<file path="src/rtl/jtdsp16_cendiv.sv">
// Clock-enable divider for the DSP16 core with external-access wait states.
// A fixed wait-state count is followed by an ext_rq/ext_ok handshake, with an optional timeout.
module jtdsp16_cendiv #(
   parameter int DIV   = 2,
   parameter int WAITW = 4,
   parameter int TOUT  = 0,
   parameter int TOUTW = 8
) (
   input  logic             rst,
   input  logic             clk,
   input  logic             cen,
   input  logic [WAITW-1:0] wstates,
   input  logic             ext_rq,
   input  logic             ext_ok,
   output logic             cendiv,
   output logic             cendiv_ph,
   output logic             stall,
   output logic             tout
);

   localparam int CW = (DIV > 2) ? $clog2(DIV) : 1;
   localparam logic [CW-1:0]    CLAST = CW'(DIV - 1);
   localparam logic [CW-1:0]    CHALF = CW'(DIV / 2 - 1);
   localparam logic [TOUTW-1:0] TLAST = (TOUT == 0) ? '0 : TOUTW'(TOUT - 1);
   localparam logic [WAITW-1:0] WONE  = WAITW'(1);

   typedef enum logic [1:0] {ST_IDLE, ST_WAIT, ST_HOLD, ST_ABORT} state_t;

   state_t           r_st;
   logic [CW-1:0]    r_cnt;
   logic [WAITW-1:0] r_wcnt;
   logic [TOUTW-1:0] r_tcnt;
   logic             r_rq_l;

   logic w_rise, w_entry, w_hold, w_adv;

   // In HOLD the stall releases in the same clk as ext_ok, so that cen is not lost
   always_comb begin
      w_rise  = ext_rq & ~r_rq_l;
      w_entry = (r_st == ST_IDLE) & ((ext_rq & ~ext_ok) | (w_rise & (|wstates)));
      w_hold  = w_entry | (r_st == ST_WAIT) | ((r_st == ST_HOLD) & ext_rq & ~ext_ok);
      w_adv   = cen & ~w_hold;
   end

   always_ff @(posedge clk or posedge rst) begin
      if (rst) begin
         r_st      <= ST_IDLE;
         r_cnt     <= '0;
         r_wcnt    <= '0;
         r_tcnt    <= '0;
         r_rq_l    <= 1'b0;
         cendiv    <= 1'b0;
         cendiv_ph <= 1'b0;
         stall     <= 1'b0;
         tout      <= 1'b0;
      end else begin
         r_rq_l    <= ext_rq;
         cendiv    <= w_adv && (r_cnt == CLAST);
         cendiv_ph <= w_adv && (r_cnt == CHALF);
         tout      <= 1'b0;
         if (w_adv) r_cnt <= (r_cnt == CLAST) ? '0 : r_cnt + 1'b1;
         case (r_st)
            ST_IDLE: begin
               if (w_entry) begin
                  stall <= 1'b1;
                  if (|wstates) begin
                     r_st   <= ST_WAIT;
                     r_wcnt <= wstates;
                  end else begin
                     r_st   <= ST_HOLD;
                     r_tcnt <= '0;
                  end
               end
            end
            ST_WAIT: begin
               if (!ext_rq) begin
                  r_st  <= ST_IDLE;
                  stall <= 1'b0;
               end else if (cen) begin
                  r_wcnt <= r_wcnt - 1'b1;
                  if (r_wcnt == WONE) begin
                     if (ext_ok) begin
                        r_st  <= ST_IDLE;
                        stall <= 1'b0;
                     end else begin
                        r_st   <= ST_HOLD;
                        r_tcnt <= '0;
                     end
                  end
               end
            end
            ST_HOLD: begin
               if (ext_ok || !ext_rq) begin
                  r_st  <= ST_IDLE;
                  stall <= 1'b0;
               end else if (cen) begin
                  r_tcnt <= r_tcnt + 1'b1;
                  if (TOUT != 0 && r_tcnt == TLAST) begin
                     r_st  <= ST_ABORT;
                     stall <= 1'b0;
                     tout  <= 1'b1;
                  end
               end
            end
            ST_ABORT: begin
               if (!ext_rq) r_st <= ST_IDLE;
            end
            default: begin
               r_st  <= ST_IDLE;
               stall <= 1'b0;
            end
         endcase
      end
   end

endmodule

</file>
<file path="config.mk">
export PLATFORM = sky130hd
export DESIGN_NAME = jtdsp16_cendiv
export DESIGN_NICKNAME = d
export VERILOG_FILES = /design/src/rtl/jtdsp16_cendiv.sv
export SDC_FILE = /design/constraint.sdc
export NUM_CORES = 1
export LEC_CHECK = 0
export ABC_AREA = 1
export ABC_CLOCK_PERIOD_IN_PS = 1220
export CORE_UTILIZATION = 46
export DETAILED_ROUTE_END_ITERATION = 16
export PLACE_DENSITY = 0.75
export SYNTH_ARGS = -nofsm -noshare
export SYNTH_HDL_FRONTEND = slang
export SYNTH_SLANG_ARGS = --single-unit
</file>
<file path="constraint.sdc">
create_clock -name clk -period 1.22 [get_ports clk]
set_input_delay 0.244 -clock clk [delete_from_list [all_inputs] [get_ports clk]]
set_output_delay 0.244 -clock clk [all_outputs]
set_load 0.01 [all_outputs]
</file>
* Word level (Yosys, flattened, before mapping)
Index checks and enable logic that the tools add are counted.
** Word-level totals
- Register bits :: 11
- Input bits :: 9
- Logic and storage cells :: 69
- Output and inout port bits :: 4
** Cells by class
- Bitwise gates (word level) :: 14
- Equal/unequal tests :: 13
- Reduce and logical (&&, ||, !) cells :: 11
- $add $sub $neg :: 2
- Mux-type cells :: 22
** Operators with widths (number)
- $mux 2 :: 8
- $mux 4 :: 4
- $reduce_and 5->1 :: 2
- $ne 2x2->1 const B :: 4
- $pmux 2 s4 :: 1
- $pmux 4 s2 :: 1
- $and 1x1->1 :: 7
- $mux 1 :: 7
- $ne 3x3->1 const B :: 2
- $reduce_and 6->1 :: 1
- $eq 2x2->1 const B :: 2
- $eq 4x1->1 const B :: 1
- $ne 2x1->1 const B :: 2
- $not 1->1 :: 4
- $reduce_or 4->1 :: 1
- $sub 4x1->4 const B :: 1
- $ne 3x2->1 const B :: 1
- $or 1x1->1 :: 3
- $pmux 1 s3 :: 1
- $reduce_bool 3->1 :: 1
- $eq 2x1->1 const B :: 1
- $logic_and 1x1->1 :: 2
- $logic_not 2->1 :: 1
- $reduce_bool 2->1 :: 1
- other kinds (3) :: 3

* Logic depth before layout (Yosys ltp)
- Word-level depth :: 10
- Gate-level depth with buffers :: 9
- Mapped depth without buffers :: 9

* Least setup slack after synthesis
No wires, ideal clock.
- Kind :: register to register
- Start point :: register r_st[0]
- End point :: register r_wcnt[2]
- Slack :: -0.095 ns
- Data required time :: 1.103 ns
- Data arrival time :: 1.198 ns
- Buffers on the path :: 0
- Stages on the path, launching flop included :: 10
- Library setup time :: 0.117 ns
- Period minus slack after synthesis :: 1.315 ns
- Cell sequence :: dfrtp_1 > inv_1 > ha_1 > inv_2 > o22ai_1 > nand2_1 > clkinv_2 > nand2_2 > nand2_1 > nand2_1
** On the way
- Longest elaborated chain between the ends :: 4
- Elaborated cells on any way between the ends :: 10
- Classes of those cells :: eq/ne (5); mux (1); bitwise (1); reduce/logical (3)
** Ends and longest elaborated chain
- start, declared :: line 29 : state_t r_st;
- start signal, assigned :: line 47 : r_st <= ST_IDLE;
- start signal, assigned :: line 67 : r_st <= ST_WAIT;
- start signal, assigned :: line 70 : r_st <= ST_HOLD;
- $logic_not 2->1 :: line 40, 62
- $and 1x1->1 :: line 40 : w_entry = (r_st == ST_IDLE) & ((ext_rq & ~ext_ok) | (w_rise & (|wstates)));
- $ne 2x2->1 (no source line)
- $reduce_and 5->1 (no source line)
- end signal, assigned :: line 68 : r_wcnt <= wstates;
- end signal, assigned :: line 80 : r_wcnt <= r_wcnt - 1'b1;
- end, declared :: line 31 : logic [WAITW-1:0] r_wcnt;
Parallel ways exist; a longest one is shown, timed or not.
A chain may end at the register's enable or synchronous reset.

* Final worst setup path
- Start point :: register r_st[1]
- End point :: register r_st[0]
** On the way
- Longest elaborated chain between the ends :: 4
- Elaborated cells on any way between the ends :: 12
- Classes of those cells :: eq/ne (8); mux (1); bitwise (1); reduce/logical (2)
** Ends and longest elaborated chain (line)
- $logic_not 2->1 :: 40, 62
- $and 1x1->1 :: 40
- $ne 2x2->1 (no source line)
- $reduce_and 5->1 (no source line)
Parallel ways exist; a longest one is shown, timed or not.

==> summary.txt <==
Synthesis
  – Post-synthesis xor/xnor area fraction: 0
  – Largest cells by area after synthesis: dfrtp_1 36%, nand2_1 18%, ha_1 9.8%
  – Sequential fraction of the synthesis area: 0.3589
  – Cells after Synth: 108
  – Post-synthesis mux area share: 0
  – Most common cell in the netlist: nand2_1
  – Yosys warns: 0
  – Area leader, netlist: dfrtp_1
  – Synthesized area: 767.0 um2
  – FF+latch count, synth: 11
  – Adder-Cell Fraction of Synth Area: 0.09788
  – Synth cell types: 19
  – Share of the synthesized area in the top cell type: 0.3589
  – Asr flop ratio synth: 1.000
  – Compound-Gate Fraction of Synth Area: 0.04078
  – Syn Area/Cell: 7.102 um2
  – Top cells by count, synth: 36 x nand2_1, 13 x inv_1, 12 x nand3_1
  – Main combinational cell family by area after synthesis: simple AND/OR/NAND/NOR gates
  – Number of synthesized flops with an enable pin: 0
  – Simple-Gate Fraction of Synth Area: 0.4078
  – Syn nets: 123
  – Main synth FF type: dfrtp_1

STA
  – Fin. Hold Viols: 0
  – Final max-slew violation count: 0
  – RSZ-0062 raised after global routing: true
  – Post-route worst setup slack: -0.1186 ns
  – Fmax achieved: 0.7470 GHz
  – Final setup viols: 10
  – Setup_tns: -0.8300 ns
  – Tcrit/Tclk final: 1.097
  – Min Tclk post-route: 1.339 ns
  – Worst clock skew: 0.01127 ns

Worst setup path
  – Most used cell, CP: nand2_1
  – Worst r2r src: r_st[1]$_DFFE_PP0P_
  – Reg-to-reg slack, setup: -0.12 ns
  – Worst path cell trace: buf_4 > ha_1 > nand2_1 > nand2_2 > nor2_4 > nand3_2 > nand2_1 > nand2_1
  – Buf/Inv on CP: 1
  – CP max stage cell: dfrtp_1
  – Startpoint type of the worst setup path: flip-flop
  – Crit end category: flip-flop
  – Worst EP arrival: 1.50 ns
  – WP data required: 1.38 ns
  – CP max FO: 3
  – CP top delay family: simple AND/OR/NAND/NOR gates
  – Reg2reg end: r_st[0]$_DFFE_PP0P_
  – Max incr delay on CP: 0.41 ns
  – Worst r2r path cells: 8
  – Critical path class: flip-flop to flip-flop

Floorplan
  – Die H: 42.84 um
  – Full die area: 1835 um2
  – Starting Density: 0.5033
  – Core area: 1524 um2
  – Row count: 14
  – Die Wd: 42.84 um
  – Io pins: 13

Finish
  – Final cell count without fillers: 146
  – Non-Filler Cell Area, Final: 1121 um2
  – Antenna cells: 0
  – Share of layout cells above drive strength 1: 0.3077
  – Final core occ: 0.7356
  – Area growth syn-to-layout: 46.17%
  – Fin nets: 146

Route
  – Post-DR wirelength/cell: 12.78 um
  – Via Count: 772
  – Detailed Route WL: 1.866 mm
  – Drt pass-1 iters: 5
  – DRC errors left: 0
  – Via/cell ratio: 5.288
  – Initial DRC count: 7
  – Antenna Violating Nets Remaining: 0

Clock network
  – Clock-pin slew on the worst setup and hold paths: 0.07 ns
  – Clock Path Buffers: 2
  – Clk sinks: 11
  – Hold buffer count at CTS: 0
  – CTS tree: done
  – CTS root buffer: clkbuf_4
  – Clock buffer count from CTS: 3
  – Clock H-tree levels: 1
  – Worst-Skew Late Latency: 0.28 ns

Job
  – Max-Cap Viols: 0

Min path
  – HP Class: input pin to async pin

Placement
  – Dpl hpwl: 1.328 mm
  – Port bufs: 11
  – Placed cell areas: 954.7 um2
  – Post-placement cell count: 138
  – Final GP Congestion: 0.8261

Global route
  – Vias in the first global route: 721
  – Largest net degree at the start of global routing: 12
  – First-pass GRT wire length: 3.070 mm
  – GR Util All Layers: 0.2280
  – Grt total ovfl: 0
  – Initial antenna violation count: 0

Pwr
  – Power Dens Cells: 2440 nW/um2
  – Leakage: 0.5914 nW
  – Peak VDD IR: 1.413 mV

Status
  – Failing checks: setup timing
  – Status: finished, violations left
[report_power, final]
part           internal [mW]  switching (mW)  leakage, nW
clock                  0.127           0.124       0.0150
combinational          0.810            1.01        0.439
sequential             0.523           0.141        0.137
total                   1.46            1.28        0.591
[repair_timing]
action / CTS / global route
buffers inserted: 4 / 0
setup endpoints to repair: 13 / 10
gates resized for setup: 21 / 10
pin swaps: 11 / 7
[registers in the layout (all words and copies together), names as in the netlist]
| name | flops |
|---|---|
| r_rq_l | 1 |
| r_wcnt | 4 |
| stall | 1 |
| r_st | 2 |
| r_cnt | 1 |
| cendiv_ph | 1 |
| cendiv | 1 |
[metal layers]
layer,wire (um),GRT usage,part of all wire
met1,802,0.2908,0.43
met2,955,0.3545,0.51
met3,82,0.08085,0.044
met4,25,0.08125,0.013
met5,0,0,0
[metrics by stage]
stage / setup slack [ns] / power (mW) / hold WS [ns]
after detailed placement: -0.3194 / 2.039 / 0.4614
after floorplan: -0.02422 / 1.606 / 0.09644
after CTS: -0.1165 / 2.609 / 0.2636
after global placement: -0.2884 / 2.000 / 0.4528
after global routing: -0.1913 / 2.952 / 0.2968
final: -0.1186 / 2.736 / 0.2518
[worst max-delay path by stage]
stage / slack, ns / endpoint / cells after the start / from
after global placement: -0.29 / r_wcnt[2]$_DFFE_PP0P_ / 8 / ext_rq
after CTS: -0.12 / r_wcnt[3]$_DFFE_PP0P_ / 9 / r_st[1]$_DFFE_PP0P_
after floorplan: -0.02 / r_wcnt[2]$_DFFE_PP0P_ / 9 / r_st[0]$_DFFE_PP0P_
after global routing: -0.19 / r_st[0]$_DFFE_PP0P_ / 8 / r_st[1]$_DFFE_PP0P_
final: -0.12 / r_st[0]$_DFFE_PP0P_ / 8 / r_st[1]$_DFFE_PP0P_
after detailed placement: -0.32 / r_wcnt[3]$_DFFE_PP0P_ / 8 / ext_rq
[placed cells by master (no fill, tap or decap)]
cell type	count
o22ai_2	1
inv_1	11
ha_1	3
buf_12	1
o21ai_0	1
o21ai_1	2
nor2_4	2
a21oi_1	2
dfrtp_2	1
clkbuf_1	1
inv_2	2
dlygate4sd2_1	4
inv_8	1
nand2_4	3
nand3_1	8
nand3_2	3
conb_1	1
nand3b_1	1
nand2_1	32
buf_4	6
ha_4	3
buf_6	1
nand3_4	3
clkbuf_4	3
dfrtp_1	10
nand2_2	4
nor2_1	4
inv_4	2
nor2_2	4
nand4_1	3
clkdlybuf4s50_1	7
[cells by family (layout without fill, tap and decap cells)]
| group | count (synthesis) | count (layout) |
|---|---|---|
| adder cells (fa/ha/maj) | 6 | 6 |
| AO/OA/AOI/OAI | 6 | 6 |
| buffers and inverters | 17 | 39 |
| AND/OR/NAND/NOR | 67 | 67 |
| flip-flops | 11 | 11 |
| other | 1 | 1 |
[area by class of cell]
cell class                      count  area [um2]
Fill cell                         125       402.9
Sequential cell                    11       276.5
Timing Repair Buffer               19       181.4
Tap cell                           16       20.02
Multi-Input combinational cell     80       544.3
Clock buffer                        4       26.28
Inverter                           16       72.57
Power figures use the tool's default switching activity.
